<file path="config.mk">
export PLATFORM = sky130hd
export DESIGN_NAME = sdp_nrdma_eg_ro_pfifo
export DESIGN_NICKNAME = d
export VERILOG_FILES = /design/src/rtl/sdp_nrdma_eg_pkg.sv /design/src/rtl/sdp_nrdma_eg_flopram_rwsa.sv /design/src/rtl/sdp_nrdma_eg_ro_pfifo.sv
export SDC_FILE = /design/constraint.sdc
export NUM_CORES = 1
export LEC_CHECK = 0
export BUFFER_PORTS_ARGS = -buffer_cell sky130_fd_sc_hd__buf_2
export CORE_ASPECT_RATIO = 1.2
export CORE_MARGIN = 5
export CORE_UTILIZATION = 55
export CTS_BUF_LIST = sky130_fd_sc_hd__clkbuf_4 sky130_fd_sc_hd__clkbuf_8
export DETAILED_ROUTE_END_ITERATION = 12
export GPL_TIMING_DRIVEN = 1
export PLACE_DENSITY = 0.76
export SLEW_MARGIN = 0
export SYNTH_ARGS = -nofsm -noshare
export SYNTH_HDL_FRONTEND = slang
export SYNTH_SLANG_ARGS = --single-unit
</file>
<file path="constraint.sdc">
create_clock -name nvdla_core_clk -period 40.4 [get_ports nvdla_core_clk]
set_input_delay 4.04 -clock nvdla_core_clk [delete_from_list [all_inputs] [get_ports nvdla_core_clk]]
set_output_delay 4.04 -clock nvdla_core_clk [all_outputs]
set_load 0.01 [all_outputs]
</file>
<file path="src/rtl/sdp_nrdma_eg_pkg.sv">
// SDP NRDMA egress shared definitions.
// Default FIFO geometry, payload type and width helper.
package sdp_nrdma_eg_pkg;

  localparam int WIDTH_DEF    = 256;
  localparam int DEPTH_DEF    = 4;
  localparam int AFULL_TH_DEF = 4;

  typedef logic [WIDTH_DEF-1:0] payload_t;

  function automatic int clog2(input int v);
    int r;
    int x;
    r = 0;
    x = v - 1;
    while (x > 0) begin
      r++;
      x = x >> 1;
    end
    return r;
  endfunction

endpackage

</file>
<file path="src/rtl/sdp_nrdma_eg_flopram_rwsa.sv">
// Flop-based DEPTH x WIDTH RAM.
// Synchronous write, asynchronous read.
module sdp_nrdma_eg_flopram_rwsa
  import sdp_nrdma_eg_pkg::*;
#(
  parameter int WIDTH = WIDTH_DEF,
  parameter int DEPTH = DEPTH_DEF,
  parameter int AW    = (DEPTH > 1) ? clog2(DEPTH) : 1
) (
  input  logic             nvdla_core_clk,
  input  logic             we,
  input  logic [AW-1:0]    wa,
  input  logic [WIDTH-1:0] di,
  input  logic [AW-1:0]    ra,
  output logic [WIDTH-1:0] dout,
  input  logic [31:0]      pwrbus_ram_pd
);

  logic [WIDTH-1:0] mem [DEPTH];
  logic             unused_pd;

  // Power-bus control has no meaning for flops.
  assign unused_pd = ^pwrbus_ram_pd;

  // Array write on accepted push.
  always_ff @(posedge nvdla_core_clk) begin
    if (we) mem[wa] <= di;
  end

  assign dout = mem[ra];

endmodule

</file>
<file path="src/rtl/sdp_nrdma_eg_ro_pfifo.sv">
// SDP NRDMA egress read-return FIFO.
// Flop array plus registered output stage.
module sdp_nrdma_eg_ro_pfifo
  import sdp_nrdma_eg_pkg::*;
#(
  parameter int WIDTH    = WIDTH_DEF,
  parameter int DEPTH    = DEPTH_DEF,
  parameter int AFULL_TH = AFULL_TH_DEF,
  parameter int CNT_W    = clog2(DEPTH + 2)
) (
  input  logic             nvdla_core_clk,
  input  logic             nvdla_core_rstn,
  input  logic             wr_pvld,
  output logic             wr_prdy,
  input  logic [WIDTH-1:0] wr_pd,
  output logic             rd_pvld,
  input  logic             rd_prdy,
  output logic [WIDTH-1:0] rd_pd,
  input  logic             flush,
  output logic [CNT_W-1:0] occupancy,
  output logic             almost_full,
  input  logic [31:0]      pwrbus_ram_pd
);

  localparam int AW = (DEPTH > 1) ? clog2(DEPTH) : 1;
  localparam logic [CNT_W-1:0] FULL = CNT_W'(DEPTH + 1);
  localparam logic [CNT_W-1:0] AFT  = CNT_W'(AFULL_TH);
  localparam logic [AW-1:0]    LAST = AW'(DEPTH - 1);

  logic [CNT_W-1:0] occ_nxt;
  logic [CNT_W-1:0] arr_cnt;
  logic [AW-1:0]    wr_ptr;
  logic [AW-1:0]    rd_ptr;
  logic [WIDTH-1:0] ram_dout;
  logic             wr_busy;
  logic             push;
  logic             pop;
  logic             ld_ok;
  logic             arr_empty;
  logic             ld_arr;
  logic             bypass;
  logic             we;

  // Handshakes and output-stage steering.
  always_comb begin
    wr_prdy   = !wr_busy & !flush;
    push      = wr_pvld & wr_prdy;
    pop       = rd_pvld & rd_prdy;
    arr_cnt   = occupancy - CNT_W'(rd_pvld);
    arr_empty = (arr_cnt == '0);
    ld_ok     = pop | !rd_pvld;
    ld_arr    = ld_ok & !arr_empty;
    bypass    = ld_ok & arr_empty & push;
    we        = push & !bypass;
    occ_nxt   = occupancy + CNT_W'(push) - CNT_W'(pop);
  end

  // Count, flags, pointers and output valid.
  always_ff @(posedge nvdla_core_clk or negedge nvdla_core_rstn) begin
    if (!nvdla_core_rstn) begin
      occupancy   <= '0;
      wr_busy     <= 1'b0;
      almost_full <= 1'b0;
      wr_ptr      <= '0;
      rd_ptr      <= '0;
      rd_pvld     <= 1'b0;
    end else if (flush) begin
      occupancy   <= '0;
      wr_busy     <= 1'b0;
      almost_full <= 1'b0;
      wr_ptr      <= '0;
      rd_ptr      <= '0;
      rd_pvld     <= 1'b0;
    end else begin
      occupancy   <= occ_nxt;
      wr_busy     <= (occ_nxt == FULL);
      almost_full <= (occ_nxt >= AFT);
      if (we)
        wr_ptr <= (wr_ptr == LAST) ? '0 : wr_ptr + AW'(1);
      if (ld_arr)
        rd_ptr <= (rd_ptr == LAST) ? '0 : rd_ptr + AW'(1);
      if (ld_ok)
        rd_pvld <= ld_arr | bypass;
    end
  end

  // Output payload: array head first, else bypass.
  always_ff @(posedge nvdla_core_clk) begin
    if (ld_arr)
      rd_pd <= ram_dout;
    else if (bypass)
      rd_pd <= wr_pd;
  end

  sdp_nrdma_eg_flopram_rwsa #(
    .WIDTH (WIDTH),
    .DEPTH (DEPTH),
    .AW    (AW)
  ) u_ram (
    .nvdla_core_clk (nvdla_core_clk),
    .we             (we),
    .wa             (wr_ptr),
    .di             (wr_pd),
    .ra             (rd_ptr),
    .dout           (ram_dout),
    .pwrbus_ram_pd  (pwrbus_ram_pd)
  );

endmodule

</file>
Word-level counts from Yosys, hierarchy flattened
Memory sizes are Yosys's and may differ from the RTL's.
Cells that the tools add are included.
{ "totals": {"reg_bits": 266, "ram_bits": 1024, "inputBits": 293, "out_inout_bits": 262, "elab_cells": 51, "memories": 1} }
{ "op_classes": {"addsub": 5, "magnitude_cmp": 1, "eq_ne": 3, "mux": 15, "bitwise": 9, "reduce_logical": 10} }
{ "memory_table": {"columns": ["memory", "words", "word_bits", "read_ports", "rd_ports_with_merged_regs", "write_ports", "line_no", "rtl"], "rows": [
  ["u_ram.mem", 4, 256, 1, 0, 1, "sdp_nrdma_eg_flopram_rwsa.sv:19", "logic [WIDTH-1:0] mem [DEPTH];"]
]} }
{ "ops": {"columns": ["operator", "n"], "rows": [
  ["$mux W256", 2],
  ["$mux W2", 6],
  ["$reduce_bool A2 Y1", 4],
  ["$and A1 B1 Y1", 7],
  ["$mux W1", 6],
  ["$sub A3 B1 Y3", 2],
  ["$logic_not A1 Y1", 5],
  ["$add A2 B1 Y2 const B", 2],
  ["$eq A2 B2 Y1 const B", 2],
  ["$add A3 B1 Y3", 1],
  ["$eq A3 B3 Y1 const B", 1],
  ["$ge A3 B3 Y1 const B", 1],
  ["$logic_not A3 Y1", 1],
  ["$mux W3", 1],
  ["$or A1 B1 Y1", 2]
]} }

Depth between registers and ports, before layout
{ "logic_depth": {"word_depth": 8, "mapped_depth": 10, "mapped_depth_nobuf": 10} }

Modules after synthesis
Synthesis repeated with hierarchy kept, for this count alone.
{ "unflattened": {"cells_unflattened": 1936, "area_unflattened_um2": 48657.9} }
{ "modules_own_cells": {"columns": ["mod", "n_inst", "cells_per_inst", "area_per_inst_um2", "seq_area_each_um2"], "rows": [
  ["sdp_nrdma_eg_flopram_rwsa", 1, 1341, 37216.9, 30749.5],
  ["sdp_nrdma_eg_ro_pfifo", 1, 595, 11441.0, 7912.6]
]} }

Worst setup path after synthesis
OpenSTA, ideal clock, no wires.
{ "synth_path": {"path_kind": "input-to-reg", "startpoint": "in flush", "endpoint": "reg rd_pd[0] (enable)", "setup_time_ps": 1026, "arrival_time_ps": 16919, "required_ps": 39374, "path_slack_ps": 22454, "cell_stages": 3, "path_buffers": 0, "path_cell_list": "nor2_1 > nand2_1 > a31oi_1"} }
{ "synth_between": {"elab_chain_len": 5} }
{ "synth_rtl": {"columns": ["item", "line_no", "rtl"], "rows": [
  ["start: declaration", "sdp_nrdma_eg_ro_pfifo.sv:19", "input logic flush,"],
  ["$logic_not A1 Y1", "sdp_nrdma_eg_ro_pfifo.sv:46", "wr_prdy = !wr_busy & !flush;"],
  ["$and A1 B1 Y1", "sdp_nrdma_eg_ro_pfifo.sv:46", null],
  ["$and A1 B1 Y1", "sdp_nrdma_eg_ro_pfifo.sv:47", "push = wr_pvld & wr_prdy;"],
  ["$and A1 B1 Y1", "sdp_nrdma_eg_ro_pfifo.sv:53", "bypass = ld_ok & arr_empty & push;"],
  ["$reduce_bool A2 Y1 (no line)", null, null],
  ["end signal: assignment", "sdp_nrdma_eg_ro_pfifo.sv:90", "rd_pd <= ram_dout;"],
  ["end signal: assignment", "sdp_nrdma_eg_ro_pfifo.sv:92", "rd_pd <= wr_pd;"],
  ["end: declaration", "sdp_nrdma_eg_ro_pfifo.sv:18", "output logic [WIDTH-1:0] rd_pd,"]
]} }
No other way between the ends.
A chain may end at the register's enable or synchronous reset.

Worst setup path in the final report
{ "layout_path": {"startpoint": "in flush", "endpoint": "out wr_prdy"} }
{ "layout_between": {"elab_chain_len": 2} }
{ "layout_rtl": {"columns": ["item", "line_no", "rtl"], "rows": [
  ["$logic_not A1 Y1", "sdp_nrdma_eg_ro_pfifo.sv:46", null],
  ["$and A1 B1 Y1", "sdp_nrdma_eg_ro_pfifo.sv:46", null],
  ["end: declaration", "sdp_nrdma_eg_ro_pfifo.sv:14", "output logic wr_prdy,"]
]} }
No other way between the ends.

==> summary.txt <==
Floorplanning
  • Full die area: 0.0940 mm^2
  • Core area: 0.0875 mm^2
  • Io pins: 555
  • Chip Height: 335 um
  • # rows: 119
  • Die W: 281 um
  • Initial core utilization: 0.553

Global routing
  • Total track usage: 0.209
  • Vias in the first global route: 23,900
  • GR Overflow Total: 0
  • First-pass GRT wire length: 148,000 um
  • Initial antenna violation count: 37
  • Largest net degree at the start of global routing: 144

Drt
  • Iteration-0 DRC Markers: 1,571
  • Antenna-violating nets left: 0
  • Via density: 5.76
  • DR vias: 22,500
  • Residual DRC: 0
  • Final WL: 99,500 um
  • WL/cell: 25.5 um
  • First drt pass iteration count: 6

Timing
  • Tmin final: 8690 ps
  • Hold Vio Cnt, Final: 0
  • Fmax achieved: 115 MHz
  • Worst-margin pin slew: 1080 ps
  • Setup TNS: 0 ps
  • RSZ-0062 raised after global routing: false
  • Final period util: 0.215
  • Worst Setup Slack, final: 31,710 ps
  • Final Slew Violations: 0
  • Clock Skew: 39.5 ps
  • Final setup vio count: 0
  • Max transition margin: 0.276

Place
  • Dpl ws: 31,710 ps
  • Final HPWL DP: 58,700 um
  • Count of input and output buffers: 522
  • Gpl congestion: 0.805

Outcome
  • Status: complete, no violations

Synth
  • Synth top area share: 0.794
  • Sequential area share after synthesis: 0.799
  • Largest area contributor in the netlist: edfxtp_1
  • Post-synthesis register bit count: 1,289
  • Synthesized area per cell: 25.0 um^2
  • Gate Count Post-Synth: 1,937
  • Unique cell type count in the Yosys netlist: 26
  • Post-synth net total: 2,239
  • Ys Warns: 0
  • Synth area leaders: edfxtp_1 (79%), mux4_2 (12%), mux2_2 (6.0%), buf_6 (1.0%), dfrtp_1 (0.47%)
  • Synth Cell Area: 0.0484 mm^2

Finish
  • Share of layout cells above drive strength 1: 0.501
  • Final Net Count: 2,891
  • Commonest non-fill, non-tap cell in the layout: edfxtp_1
  • Layout Area Growth over Synthesis: 15.1%
  • Most frequent cells in the layout: edfxtp_1 (1,280), buf_2 (522), mux2_2 (258), mux4_2 (256), clkbuf_8 (187)

Power
  • Worst VDD drop: 0.0000877 V
  • PwrDens: 72.2 mW/mm^2
  • Pleak: 18.7 nW
  • Post-layout total power: 4.02 mW

Setup path
  • Reg2reg start: rd_pvld$_DFFE_PN0P_
  • Crit path capture: wr_prdy
  • Critical path data required time: 36,360 ps
  • Crit path kind: input port to output pin
  • Data arrival time of the critical path: 4650 ps
  • Worst R2R End: rd_pd[137]$_DFFE_PP_
  • Worst reg2reg setup slack: 36,150 ps
  • Crit. Startpoint: flush
  • Worst setup SP type: input port
  • R2R cell count: 6
  • CP Capture Type: output pin
  • Crit-path max FO: 11

Clocking
  • CTS tree: yes
  • TritonCTS buffer count: 186
  • Hold-fix buffers at CTS: 0
  • CTS resizes: 0
  • Sink Count: 1,289
  • Worst-skew pair later-pin latency: 820 ps
  • Setup repair bufs after CTS: 0
  • Htree depth: 4
  • Clock Tree Root: clkbuf_8
  • Clock Tree Buf Depth: 3
  • Clock transition at path regs: 60 ps

Min path
  • Min-Delay Path Class: flop to flop
  • Hold wc startpoint: wr_ptr[0]$_DFFE_PN0P_

Flow run
  • Max-cap violation count: 0
-- through the flow --
stage | instances | area (um^2) | hold WS [ps] | util
6_report | 3903 | 55700 | 592 | 0.636
5_1_grt | 3894 | 55700 | 617 | 0.636
4_1_cts | 3873 | 55600 | 584 | 0.635
3_5_place_dp | 3550 | 52000 | 571 | 0.594
3_3_place_gp | 3550 | 52000 | 520 | 0.594
2_1_floorplan | 1937 | 48400 | 500 | -
-- state kept, by name, indices dropped and copies added (netlist names) --
name and cells:
wr_ptr 2, occupancy 2, u_ram.mem 1024, rd_pd 256, rd_ptr 2, almost_full 1
wr_busy 1, rd_pvld 1
-- worst max-delay path, stage by stage --
cell and delay, ps:
buf_2 160, nor2_1 250, buf_2 190
-- layout make-up --
type	instances	area, um^2
sequential	1289	38700
fill	5738	31900
multi-input combinational	555	9040
clock buffer	267	3170
timing repair buffer	552	2880
tap	1149	1440
clock inverter	56	403
antenna	30	75.1
inverter	5	18.8
-- synth_stat cells --
| library cell | count |
|---|---|
| buf_6 | 45 |
| xnor2_1 | 2 |
| dfrtp_1 | 9 |
| and3b_1 | 1 |
| nand2b_1 | 4 |
| nor2b_1 | 4 |
| nor2_1 | 4 |
| o311ai_0 | 1 |
| o21ai_0 | 1 |
| fa_1 | 1 |
| a21oi_2 | 1 |
| mux2_2 | 258 |
| nand2_1 | 1 |
| buf_4 | 6 |
| a31oi_1 | 1 |
| clkbuf_1 | 26 |
| ha_1 | 8 |
| o311a_1 | 1 |
| and2_1 | 5 |
| edfxtp_1 | 1280 |
| mux4_2 | 256 |
| inv_1 | 5 |
| mux2i_1 | 2 |
| buf_2 | 11 |
| xor2_1 | 2 |
| nor3_1 | 2 |
-- worst min-delay path by stage --
| stage | to | slack [ps] | depth (start not counted) |
|---|---|---|---|
| 2_1_floorplan | wr_ptr[0]$_DFFE_PN0P_ | 500 | 1 |
| 3_3_place_gp | wr_ptr[0]$_DFFE_PN0P_ | 520 | 1 |
| 3_5_place_dp | wr_ptr[0]$_DFFE_PN0P_ | 570 | 1 |
| 4_1_cts | wr_ptr[0]$_DFFE_PN0P_ | 580 | 1 |
| 5_1_grt | wr_ptr[0]$_DFFE_PN0P_ | 620 | 1 |
| 6_report | wr_ptr[0]$_DFFE_PN0P_ | 590 | 1 |
-- kinds of logic after synthesis --
kind of cell / share of synthesized area
adder cells (fa/ha/maj): 0.00248
AO/OA/AOI/OAI: 0.000802
AND/OR/NAND/NOR: 0.00246
XOR/XNOR: 0.000724
flip-flops: 0.799
buffers and inverters: 0.0149
multiplexers: 0.180
-- metal layers --
| metal | track usage | share of wire | wire (um) |
|---|---|---|---|
| met1 | 0.271 | 0.38 | 37700 |
| met2 | 0.341 | 0.52 | 51400 |
| met3 | 0.0521 | 0.066 | 6570 |
| met4 | 0.0936 | 0.038 | 3780 |
| met5 | 0 | 0.00061 | 61 |
-- report_power, final --
part / switching, mW / internal [mW]
combinational: 0.591 / 0.519
clock: 0.467 / 0.526
sequential: 0.0944 / 1.82
Note: power is estimated with default switching activity, not from simulation.
